[src/rtl/rf80386_pkg.sv]
// Shared types for the rf80386 segment-descriptor path: selectors, descriptors,
// fetch-engine states and fault codes.
package rf80386_pkg;

  typedef struct packed {
    logic [12:0] ndx;
    logic        ti;
    logic [1:0]  rpl;
  } selector_t;

  typedef struct packed {
    logic [7:0]  base_hi;
    logic [7:0]  flags_limit_hi;
    logic [7:0]  access;
    logic [7:0]  base_mid;
    logic [15:0] base_lo;
    logic [15:0] limit_lo;
  } desc386_t;

  typedef enum logic [1:0] {
    FLT_NONE,
    FLT_NULLSEL,
    FLT_LIMIT,
    FLT_BUSERR
  } e_desc_fault;

  typedef enum logic [2:0] {
    DF_IDLE,
    DF_CHECK,
    DF_FETCH,
    DF_FETCH_ACK,
    DF_DONE
  } e_descfetch_state;

  // Cache tag is {ti, ndx}; ti sits in the MSB so LDT entries are easy to pick out.
  localparam int DESC_TAG_W = 14;

  function automatic int desc_beats(input int dbw);
    return 64 / dbw;
  endfunction

endpackage

[src/rtl/rf80386_desc_fetch_if.sv]
// Wishbone-style read master bus used by the descriptor fetch engine.
interface rf80386_desc_fetch_if #(
  parameter int DBW = 32,
  parameter int AW  = 32
);
  logic             cyc_o;
  logic             stb_o;
  logic             we_o;
  logic [DBW/8-1:0] sel_o;
  logic [AW-1:0]    adr_o;
  logic             ack_i;
  logic             err_i;
  logic [DBW-1:0]   dat_i;

  modport master (
    output cyc_o, stb_o, we_o, sel_o, adr_o,
    input  ack_i, err_i, dat_i
  );

  modport slave (
    input  cyc_o, stb_o, we_o, sel_o, adr_o,
    output ack_i, err_i, dat_i
  );
endinterface

[src/rtl/rf80386_desc_cache.sv]
// Small fully-associative descriptor cache: tag match, round-robin fill and
// whole/LDT-only invalidation.
module rf80386_desc_cache
  import rf80386_pkg::*;
#(
  parameter int NENT = 4
) (
  input  logic                  clk_i,
  input  logic                  rst_ni,
  input  logic [DESC_TAG_W-1:0] lookup_tag,
  output logic                  lookup_hit,
  output desc386_t              lookup_data,
  input  logic                  fill_en,
  input  logic [DESC_TAG_W-1:0] fill_tag,
  input  desc386_t              fill_data,
  input  logic                  flush,
  input  logic                  flush_ldt
);
  localparam int PW = (NENT > 1) ? $clog2(NENT) : 1;

  logic [NENT-1:0]       valid;
  logic [DESC_TAG_W-1:0] tags [NENT];
  desc386_t              data [NENT];
  logic [PW-1:0]         victim;

  // A lookup racing an invalidate is treated as a miss.
  always_comb begin
    lookup_hit  = 1'b0;
    lookup_data = '0;
    for (int i = 0; i < NENT; i++) begin
      if (valid[i] && (tags[i] == lookup_tag)) begin
        lookup_hit  = 1'b1;
        lookup_data = data[i];
      end
    end
    if (flush || (flush_ldt && lookup_tag[DESC_TAG_W-1]))
      lookup_hit = 1'b0;
  end

  always_ff @(posedge clk_i or negedge rst_ni) begin
    if (!rst_ni) begin
      valid  <= '0;
      victim <= '0;
    end else begin
      if (fill_en) begin
        valid[victim] <= 1'b1;
        victim        <= (victim == PW'(NENT - 1)) ? '0 : victim + 1'b1;
      end
      if (flush) begin
        valid <= '0;
      end else if (flush_ldt) begin
        for (int i = 0; i < NENT; i++)
          if (tags[i][DESC_TAG_W-1]) valid[i] <= 1'b0;
      end
    end
  end

  always_ff @(posedge clk_i) begin
    if (fill_en) begin
      tags[victim] <= fill_tag;
      data[victim] <= fill_data;
    end
  end

endmodule

[src/rtl/rf80386_desc_fetch.sv]
// Descriptor fetch engine: selector range check against GDT/LDT, cache lookup,
// and multi-beat little-endian descriptor read over the master bus on a miss.
module rf80386_desc_fetch
  import rf80386_pkg::*;
#(
  parameter int DBW  = 32,
  parameter int NENT = 4,
  parameter int AW   = 32
) (
  input  logic                  clk_i,
  input  logic                  rst_ni,
  input  logic                  req_i,
  input  selector_t             sel_i,
  input  logic [AW-1:0]         gdt_base_i,
  input  logic [15:0]           gdt_limit_i,
  input  logic [AW-1:0]         ldt_base_i,
  input  logic [15:0]           ldt_limit_i,
  input  logic                  flush_i,
  input  logic                  flush_ldt_i,
  output logic                  busy_o,
  output logic                  done_o,
  output logic                  hit_o,
  output desc386_t              desc_o,
  output logic                  fault_o,
  output e_desc_fault           fault_code_o,
  rf80386_desc_fetch_if.master  bus
);
  localparam int BEATS = desc_beats(DBW);
  localparam int BYTES = DBW / 8;

  e_descfetch_state state;
  logic [12:0]      ndx_q;
  logic             ti_q;
  logic [AW-1:0]    base_q;
  logic [15:0]      limit_q;
  logic [2:0]       beat_q;
  logic [63:0]      asm_q;
  logic [63:0]      asm_next;
  logic             flush_pend;
  logic             flush_now;
  logic             null_sel;
  logic             over_limit;
  logic             c_hit;
  desc386_t         c_data;
  logic             fill_en;
  logic [AW-1:0]    fetch_adr;

  assign bus.we_o  = 1'b0;
  assign bus.sel_o = '1;

  assign null_sel   = (ndx_q == '0) && !ti_q;
  assign over_limit = {1'b0, ndx_q, 3'b111} > {1'b0, limit_q};
  assign fetch_adr  = base_q + AW'({ndx_q, 3'b000}) + AW'(beat_q) * AW'(BYTES);
  assign flush_now  = flush_i || (flush_ldt_i && ti_q);

  // A flush seen at any point of the transaction forbids caching its result.
  assign fill_en = (state == DF_DONE) && !hit_o && !fault_o && !flush_pend && !flush_now;

  always_comb begin
    asm_next = asm_q;
    asm_next[int'(beat_q) * DBW +: DBW] = bus.dat_i;
  end

  rf80386_desc_cache #(.NENT(NENT)) u_cache (
    .clk_i       (clk_i),
    .rst_ni      (rst_ni),
    .lookup_tag  ({ti_q, ndx_q}),
    .lookup_hit  (c_hit),
    .lookup_data (c_data),
    .fill_en     (fill_en),
    .fill_tag    ({ti_q, ndx_q}),
    .fill_data   (desc_o),
    .flush       (flush_i),
    .flush_ldt   (flush_ldt_i)
  );

  always_ff @(posedge clk_i or negedge rst_ni) begin
    if (!rst_ni) begin
      state        <= DF_IDLE;
      busy_o       <= 1'b0;
      done_o       <= 1'b0;
      hit_o        <= 1'b0;
      fault_o      <= 1'b0;
      fault_code_o <= FLT_NONE;
      desc_o       <= '0;
      bus.cyc_o    <= 1'b0;
      bus.stb_o    <= 1'b0;
      bus.adr_o    <= '0;
      ndx_q        <= '0;
      ti_q         <= 1'b0;
      base_q       <= '0;
      limit_q      <= '0;
      beat_q       <= '0;
      asm_q        <= '0;
      flush_pend   <= 1'b0;
    end else begin
      done_o <= 1'b0;
      if ((state != DF_IDLE) && flush_now) flush_pend <= 1'b1;
      case (state)
        DF_IDLE: begin
          flush_pend <= 1'b0;
          if (req_i) begin
            ndx_q   <= sel_i.ndx;
            ti_q    <= sel_i.ti;
            base_q  <= sel_i.ti ? ldt_base_i  : gdt_base_i;
            limit_q <= sel_i.ti ? ldt_limit_i : gdt_limit_i;
            busy_o  <= 1'b1;
            state   <= DF_CHECK;
          end
        end
        DF_CHECK: begin
          beat_q       <= '0;
          hit_o        <= 1'b0;
          fault_o      <= 1'b0;
          fault_code_o <= FLT_NONE;
          if (null_sel) begin
            fault_o      <= 1'b1;
            fault_code_o <= FLT_NULLSEL;
            done_o       <= 1'b1;
            state        <= DF_DONE;
          end else if (over_limit) begin
            fault_o      <= 1'b1;
            fault_code_o <= FLT_LIMIT;
            done_o       <= 1'b1;
            state        <= DF_DONE;
          end else if (c_hit) begin
            hit_o  <= 1'b1;
            desc_o <= c_data;
            done_o <= 1'b1;
            state  <= DF_DONE;
          end else begin
            state <= DF_FETCH;
          end
        end
        DF_FETCH: begin
          bus.cyc_o <= 1'b1;
          bus.stb_o <= 1'b1;
          bus.adr_o <= fetch_adr;
          state     <= DF_FETCH_ACK;
        end
        DF_FETCH_ACK: begin
          if (bus.err_i) begin
            bus.cyc_o    <= 1'b0;
            bus.stb_o    <= 1'b0;
            fault_o      <= 1'b1;
            fault_code_o <= FLT_BUSERR;
            done_o       <= 1'b1;
            state        <= DF_DONE;
          end else if (bus.ack_i) begin
            bus.stb_o <= 1'b0;
            asm_q     <= asm_next;
            if (beat_q == 3'(BEATS - 1)) begin
              bus.cyc_o <= 1'b0;
              desc_o    <= asm_next;
              done_o    <= 1'b1;
              state     <= DF_DONE;
            end else begin
              beat_q <= beat_q + 3'd1;
              state  <= DF_FETCH;
            end
          end
        end
        DF_DONE: begin
          busy_o <= 1'b0;
          state  <= DF_IDLE;
        end
        default: state <= DF_IDLE;
      endcase
    end
  end

endmodule

[src/flat_wrapper.sv]
// flat-port wrapper written by rule: the top's interface ports become plain ports
module rf80386_desc_fetch_flat import rf80386_pkg::*;
#(
  parameter int DBW  = 32,
  parameter int NENT = 4,
  parameter int AW   = 32
)
  (clk_i, rst_ni, req_i, sel_i, gdt_base_i, gdt_limit_i, ldt_base_i, ldt_limit_i, flush_i, flush_ldt_i, busy_o, done_o, hit_o, desc_o, fault_o, fault_code_o, bus_cyc_o, bus_stb_o, bus_we_o, bus_sel_o, bus_adr_o, bus_ack_i, bus_err_i, bus_dat_i);
  rf80386_desc_fetch_if #(.DBW(DBW), .AW(AW)) bus_i ();
  input  logic clk_i;
  input  logic rst_ni;
  input  logic req_i;
  input  selector_t sel_i;
  input  logic [AW-1:0] gdt_base_i;
  input  logic [15:0] gdt_limit_i;
  input  logic [AW-1:0] ldt_base_i;
  input  logic [15:0] ldt_limit_i;
  input  logic flush_i;
  input  logic flush_ldt_i;
  output logic busy_o;
  output logic done_o;
  output logic hit_o;
  output desc386_t desc_o;
  output logic fault_o;
  output e_desc_fault fault_code_o;
  output wire logic [$bits(bus_i.cyc_o)-1:0] bus_cyc_o;
  output wire logic [$bits(bus_i.stb_o)-1:0] bus_stb_o;
  output wire logic [$bits(bus_i.we_o)-1:0] bus_we_o;
  output wire logic [$bits(bus_i.sel_o)-1:0] bus_sel_o;
  output wire logic [$bits(bus_i.adr_o)-1:0] bus_adr_o;
  input wire logic [$bits(bus_i.ack_i)-1:0] bus_ack_i;
  input wire logic [$bits(bus_i.err_i)-1:0] bus_err_i;
  input wire logic [$bits(bus_i.dat_i)-1:0] bus_dat_i;
  assign bus_cyc_o = bus_i.cyc_o;
  assign bus_stb_o = bus_i.stb_o;
  assign bus_we_o = bus_i.we_o;
  assign bus_sel_o = bus_i.sel_o;
  assign bus_adr_o = bus_i.adr_o;
  assign bus_i.ack_i = bus_ack_i;
  assign bus_i.err_i = bus_err_i;
  assign bus_i.dat_i = bus_dat_i;
  rf80386_desc_fetch #(.DBW(DBW), .NENT(NENT), .AW(AW)) u_core (.clk_i(clk_i), .rst_ni(rst_ni), .req_i(req_i), .sel_i(sel_i), .gdt_base_i(gdt_base_i), .gdt_limit_i(gdt_limit_i), .ldt_base_i(ldt_base_i), .ldt_limit_i(ldt_limit_i), .flush_i(flush_i), .flush_ldt_i(flush_ldt_i), .busy_o(busy_o), .done_o(done_o), .hit_o(hit_o), .desc_o(desc_o), .fault_o(fault_o), .fault_code_o(fault_code_o), .bus(bus_i));
endmodule
[config.mk]
export PLATFORM = sky130hd
export DESIGN_NAME = rf80386_desc_fetch_flat
export DESIGN_NICKNAME = d
export VERILOG_FILES = /design/src/rtl/rf80386_pkg.sv /design/src/rtl/rf80386_desc_fetch_if.sv /design/src/rtl/rf80386_desc_cache.sv /design/src/rtl/rf80386_desc_fetch.sv /design/src/flat_wrapper.sv
export SDC_FILE = /design/constraint.sdc
export NUM_CORES = 1
export LEC_CHECK = 0
export ABC_AREA = 1
export BUFFER_PORTS_ARGS = -buffer_cell sky130_fd_sc_hd__buf_2
export CAP_MARGIN = 20
export CORE_UTILIZATION = 40
export CTS_BUF_LIST = sky130_fd_sc_hd__clkbuf_4 sky130_fd_sc_hd__clkbuf_8
export DETAILED_ROUTE_END_ITERATION = 8
export GPL_ROUTABILITY_DRIVEN = 0
export PLACE_DENSITY = 0.61
export SLEW_MARGIN = 20
export SYNTH_ARGS = -nofsm -noshare
export SYNTH_HDL_FRONTEND = slang
export SYNTH_SLANG_ARGS = --single-unit
[constraint.sdc]
create_clock -name clk_i -period 6.85 [get_ports clk_i]
set_input_delay 1.37 -clock clk_i [delete_from_list [all_inputs] [get_ports clk_i]]
set_output_delay 1.37 -clock clk_i [all_outputs]
set_load 0.02 [all_outputs]
[Word level (Yosys, flattened, before mapping)]
Memory sizes are Yosys's and may differ from the RTL's.
Cells that the tools add are included.
Storage, ports and cells
  memories kept: 2
  bits in writable memories: 312
  register bits: 243
Memory list
  u_core.u_cache.data: words 4, width 64, rd ports 4, clocked after memory_dff 0, write ports 1, line rf80386_desc_cache.sv:23  | desc386_t data [NENT];
  u_core.u_cache.tags: words 4, width 14, rd ports 4, clocked after memory_dff 0, write ports 1, line rf80386_desc_cache.sv:22  | logic [DESC_TAG_W-1:0] tags [NENT];
Cells by class
  muxes and demuxes: 71
  bitwise logic cells: 2
  reduce and logical (&&, ||, !) cells: 34
  shift operators: 2
  magnitude comparators: 3
  eq/ne operators: 21
  add/subtract/negate cells: 5
Operators with widths (number)
  2-to-1 mux 64 bit: 10
  case mux 64 bit (2 select lines): 1
  bitwise mux 64 bit: 1
  variable shift 32 x 33 -> 64 bit, first input constant: 1
  indexed part select 32 x 33 -> 64 bit: 1
  == test 14 bit: 4
  negation 8 -> 33 bit: 1
  adder 32 x 16 -> 32 bit: 1
  adder 32 x 5 -> 32 bit: 1
  2-to-1 mux 32 bit: 1
  2-to-1 mux 1 bit: 31
  2-to-1 mux 3 bit: 10
  greater-than comparator 16 bit: 1
  2-to-1 mux 16 bit: 1
  != test 2 bit, second input constant: 7
  zero test 13 bit: 1
  logical AND 1 bit: 12
  2-to-1 mux 4 bit: 3
  case mux 3 bit (4 select lines): 1
  case mux 1 bit (2 select lines): 5
  AND reduction 2 bit: 5
  2-to-1 mux 2 bit: 4
  nonzero test 2 bit: 4
  AND reduction 7 bit: 1
  22 further kinds: 30

[Longest topological paths before layout]
An unclocked memory read counts as a cell.
  depth in word-level cells: 12
  depth in mapped cells: 17

[Modules after synthesis]
A second synthesis with hierarchy kept.
Second synthesis, totals
  cell total of the unflattened synthesis: 3068
  area, all modules: 26897.0 um2
Modules (own cells, without submodules)
  rf80386_desc_cache: instances 1, cells each 1272, area each 13718.2 um2
  rf80386_desc_fetch: instances 1, cells each 1796, area each 13178.9 um2

[Worst setup path before layout]
Ideal clock, no wire load.
  kind: input to register
  from: input flush_ldt_i
  to: memory u_core.u_cache.data[0][0] (netlist name) (enable)
  buffers on the path: 0
  setup slack: 1225 ps
  setup time: 517 ps
  stages on the path: 3
  data required time: 6333 ps
  arrival: 5108 ps
  cell sequence: a21oi_1 -> nand2_1 -> nor2_1
Between the ends
  cells in the longest elaborated chain, start to end: 6
RTL lines
  start, declared: line flat_wrapper.sv:19  | input logic flush_ldt_i;
  logical AND 1 bit: line rf80386_desc_fetch.sv:54  | assign flush_now = flush_i || (flush_ldt_i && ti_q);
  logical OR 1 bit: line rf80386_desc_fetch.sv:54
  zero test 1 bit: line rf80386_desc_fetch.sv:57  | assign fill_en = (state == DF_DONE) && !hit_o && !fault_o && !flush_pend && !flush_now;
  logical AND 1 bit: line rf80386_desc_fetch.sv:57
  2-to-1 mux 1 bit: line rf80386_desc_cache.sv:59  | if (fill_en) begin
  2-to-1 mux 1 bit (implied by the code): line rf80386_desc_cache.sv:61  | data[victim] <= fill_data;
  end, declared: line rf80386_desc_cache.sv:23
Every way passes these cells.

[Final worst setup path]
  from: register u_core.ndx_q[9]
  to: register u_core.desc_o[51] (netlist name)
Between the ends
  cells in the longest elaborated chain, start to end: 10
  elaborated cells between the ends (all ways): 28
  classes of those cells: order compare (1); eq/ne (7); mux (13); reduce/logical (7)
RTL lines
  start, declared: line rf80386_desc_fetch.sv:32  | logic [12:0] ndx_q;
  start signal, assigned: line rf80386_desc_fetch.sv:103  | ndx_q <= sel_i.ndx;
  == test 14 bit: line rf80386_desc_cache.sv:31  | if (valid[i] && (tags[i] == lookup_tag)) begin
  logical AND 1 bit: line rf80386_desc_cache.sv:31
  2-to-1 mux 64 bit (4 in series): line rf80386_desc_cache.sv:31
  2-to-1 mux 64 bit: line rf80386_desc_fetch.sv:126  | end else if (c_hit) begin
  2-to-1 mux 64 bit: line rf80386_desc_fetch.sv:121  | end else if (over_limit) begin
  2-to-1 mux 64 bit: line rf80386_desc_fetch.sv:116  | if (null_sel) begin
  case mux 64 bit (2 select lines): line rf80386_desc_fetch.sv:99  | case (state)
Parallel ways exist; a longest one is shown, timed or not. The select of a mux whose other input is x is not followed.
A chain may end at the register's enable or synchronous reset.

==> metrics.md <==
| Metric | Value |
|---|---|
| Unrepaired setup endpoints after global routing | no |
| Status | finished clean |
| Worst setup margin | 2590 ps |
| Clock power share | 26.8% |
| Area leader, netlist | edfxtp_1 |
| Post-CTS sizing | 0 |
| Final hold vios | 0 |
| EDFF count, synth | 312 |
| Inserted Clock Buffers | 93 |
| Syn. warnings | 0 |
| Slowest CP cell | buf_4 |
| Chip Width | 260 um |
| Sw Share | 38.9% |
| Cell Rows | 94 |
| DRT iter0 DRCs | 1778 |
| Hpwl dp | 44.9 mm |
| Antenna-violating nets left | 0 |
| Hold Crit Class | reg2reg |
| Nets | 3464 |
| CP Class | reg2reg |
| Hold-fix buffers, CTS | 0 |
| Clk buf depth | 3 |
| Max FO, Critical Path | 64 |
| Via count | 20771 |
| Mapped Area | 0.0267 mm^2 |
| Tmin final | 4260 ps |
| Least-Margin Pin Slew | 1080 ps |
| Area contributors post-synth | edfxtp_1 35%, dfrtp_1 23%, nand2_1 14%, nand3_1 5.3%, inv_1 4.0% |
| Worst vdd ir | 0.000317 V |
| Most used cell, CP | nand2_1 |
| Gate power share | 32.6% |
| Cell Chain, Critical Path | inv_2, nand2_1, nand2_1, nor2_1, nand2_1, nor2_4, buf_4, nand2_2, nand2_1, clkinv_1, nand2_1, nand3_1, nand2_1, nand2_2, buf_4, nand2_1, nand2_1 |
| Setup violations, final | 0 |
| First-pass GRT wire length | 116 mm |
| Core box area | 0.0659 mm^2 |
| Setup Total Neg Slack | 0 ps |
| Internal power | 7.49 mW |
| Die ar. | 0.0678 mm^2 |
| Number of global-route vias before repair | 19606 |
| GR Util All Layers | 22.3% |
| WL/cell | 17.8 um |
| Grt ovf | 0 |
| Crit. End Element | flip-flop |
| Vias per Instance | 4.93 |
| Period utilization | 62.2% |
| Synth top cells by count | 997 x nand2_1, 312 x edfxtp_1, 284 x nand3_1, 281 x inv_1, 255 x nor2_1 |
| Pwr Density | 396 mW/mm^2 |
| CTS tree | done |
| Largest net degree at the start of global routing | 119 |
| Post-synth ARST share | 43.8% |
| Final Max Slew Viols | 0 |
| Post-CTS Setup Inserts | 0 |
| Die height | 260 um |
| Clock Latency Late Sink | 710 ps |
| Slew margin rel. | 27.9% |
| Leak | 14.7 nW |
| DRC viols | 0 |
| Seq pwr share | 40.6% |
| Synth Area per Inst | 8.82 um^2 |
| Layout fillers | 6312 |
| Area delta synth->final | 16.1% |
| Port Buffers | 252 |
| Root Driver | clkbuf_8 |
| Crit start category | flip-flop |
| H-tree levels | 3 |
| Pre-antenna DRT Iters | 6 |
| Post-synth top area share | 35.1% |
| P_sw | 4.77 mW |
| Max-cap violations | 0 |
| Worst hold margin | 469 ps |
| Most instantiated library cell after synthesis | nand2_1 |
| Routed WL | 74.8 mm |
| Share of layout cells above drive strength 1 | 17.2% |
| Sequential share of the synthesized area | 57.9% |
| Seq cells post-synth | 555 |
| Synthesized instance count | 3026 |
| Skew final | 41.3 ps |
| Place WS | 2590 ps |
| Unique cell type count in the Yosys netlist | 42 |
| Crit-path max cell delay | 750 ps |
| Main synth FF type | edfxtp_1 |
| Clk pin slew, worst setup/hold paths | 60 ps |
| Initial antenna violation count | 3 |
| Arrival time worst endpoint | 4830 ps |
| Initial Util | 40.5% |
| Sink Count | 555 |
| CP required | 7430 ps |
| Max Fclk | 235 MHz |
| I/O Pins | 260 |
-- state kept, by name, summed over array words and instances (netlist names), 4 cells and up --
register              flops
u_core.limit_q           16
u_core.u_cache.tags      56
u_core.u_cache.data     256
u_core.base_q            32
u_core.bus.adr_o         32
u_core.desc_o            64
u_core.u_cache.valid      4
u_core.ndx_q             13
u_core.asm_q             64
-- per-layer routing --
layer / track usage (%) / routed length (um) / share of wire, % / vias up
met5: 0 / 22 / 0.029 / -
met4: 7.55 / 1970 / 2.6 / 4
met3: 5.66 / 5620 / 7.5 / 120
met2: 34.9 / 34000 / 45 / 615
met1: 30.2 / 33200 / 44 / 9677
li1: - / - / - / 10355
-- layout by cell type (no fill, tap or decap), types with 8 or more instances in the layout --
master	instances
or2_2	77
nor2_4	8
nand3_1	284
dfrtp_1	243
clkinv_1	10
clkbuf_8	121
inv_1	280
nand4_1	18
a31oi_1	8
xor2_1	12
edfxtp_1	312
nand2_1	993
nor2_1	250
o31ai_1	81
nor3_1	9
xnor2_1	10
a21oi_1	87
mux2_2	11
buf_4	26
clkbuf_4	35
o21ai_0	96
buf_2	251
ha_1	47
inv_2	16
-- stage by stage --
stage / instance area [um^2] / utilization (%) / instances / total power, mW
after global placement: 28800 / 43.8 / 4031 / 8.97
after detailed placement: 28800 / 43.8 / 4032 / 9.04
after floorplan: 26700 / - / 3029 / 7.60
after global routing: 31000 / 47.0 / 4209 / 13.1
final: 31000 / 47.0 / 4209 / 12.3
after CTS: 31000 / 47.0 / 4208 / 12.4
-- worst max-delay path, delay by kind of cell, from the launching register on --
| family | cells | cell delay [ps] |
|---|---|---|
| DFF | 1 | 710 |
| buffers and inverters | 4 | 1600 |
| and+or+nand+nor | 13 | 1790 |
-- cells by family (layout without fill, tap and decap cells) --
| family | after synthesis | in the layout | share of synthesized area [%] |
|---|---|---|---|
| adders and majority gates | 50 | 50 | 2.43 |
| muxes | 11 | 11 | 0.464 |
| xor gates and xnor gates | 22 | 22 | 0.722 |
| DFF | 555 | 555 | 57.9 |
| AOI/OAI and AO/OA | 289 | 289 | 6.40 |
| buffers and inverters | 441 | 756 | 6.33 |
| and+or+nand+nor | 1656 | 1656 | 25.8 |
| other | 2 | 6 | 0.0281 |
-- path summary, 6_finish.rpt --
| path | slack [ps] | from | to | depth (start not counted) |
|---|---|---|---|---|
| max | 2590 | u_core.ndx_q[9] | u_core.desc_o[51] | 17 |
| max in group asynchronous | 4950 | rst_ni | u_core.desc_o[4] | 2 |
| min | 470 | u_core.bus.adr_o[3] | u_core.bus.adr_o[3] | 2 |
| min reg2reg | 470 | u_core.bus.adr_o[3] | u_core.bus.adr_o[3] | 2 |
| max reg2reg | 2590 | u_core.ndx_q[9] | u_core.desc_o[51] | 17 |
| min in group asynchronous | 670 | rst_ni | u_core.bus.adr_o[25] | 1 |
-- power by group through the flow --
stage / sequential [mW] / clock (mW) / combinational, mW
2_1_floorplan: 5.06 / 0 / 2.54
6_report: 4.98 / 3.29 / 4.00
3_3_place_gp: 5.02 / 0 / 3.95
4_1_cts: 4.98 / 3.36 / 4.01
5_1_grt: 5.08 / 3.51 / 4.54
3_5_place_dp: 5.04 / 0 / 4.00
-- final cells by class --
type	count	area, um^2	area share (%)
inverter	299	1120	3.62
tap	864	1080	3.49
antenna	1	2.50	0.00808
clock buffer	156	1930	6.22
multi-input combinational	2033	9660	31.2
clock inverter	20	219	0.707
timing repair buffer	281	1520	4.91
sequential	555	15400	49.9
Note: power is estimated with default switching activity, not from simulation.
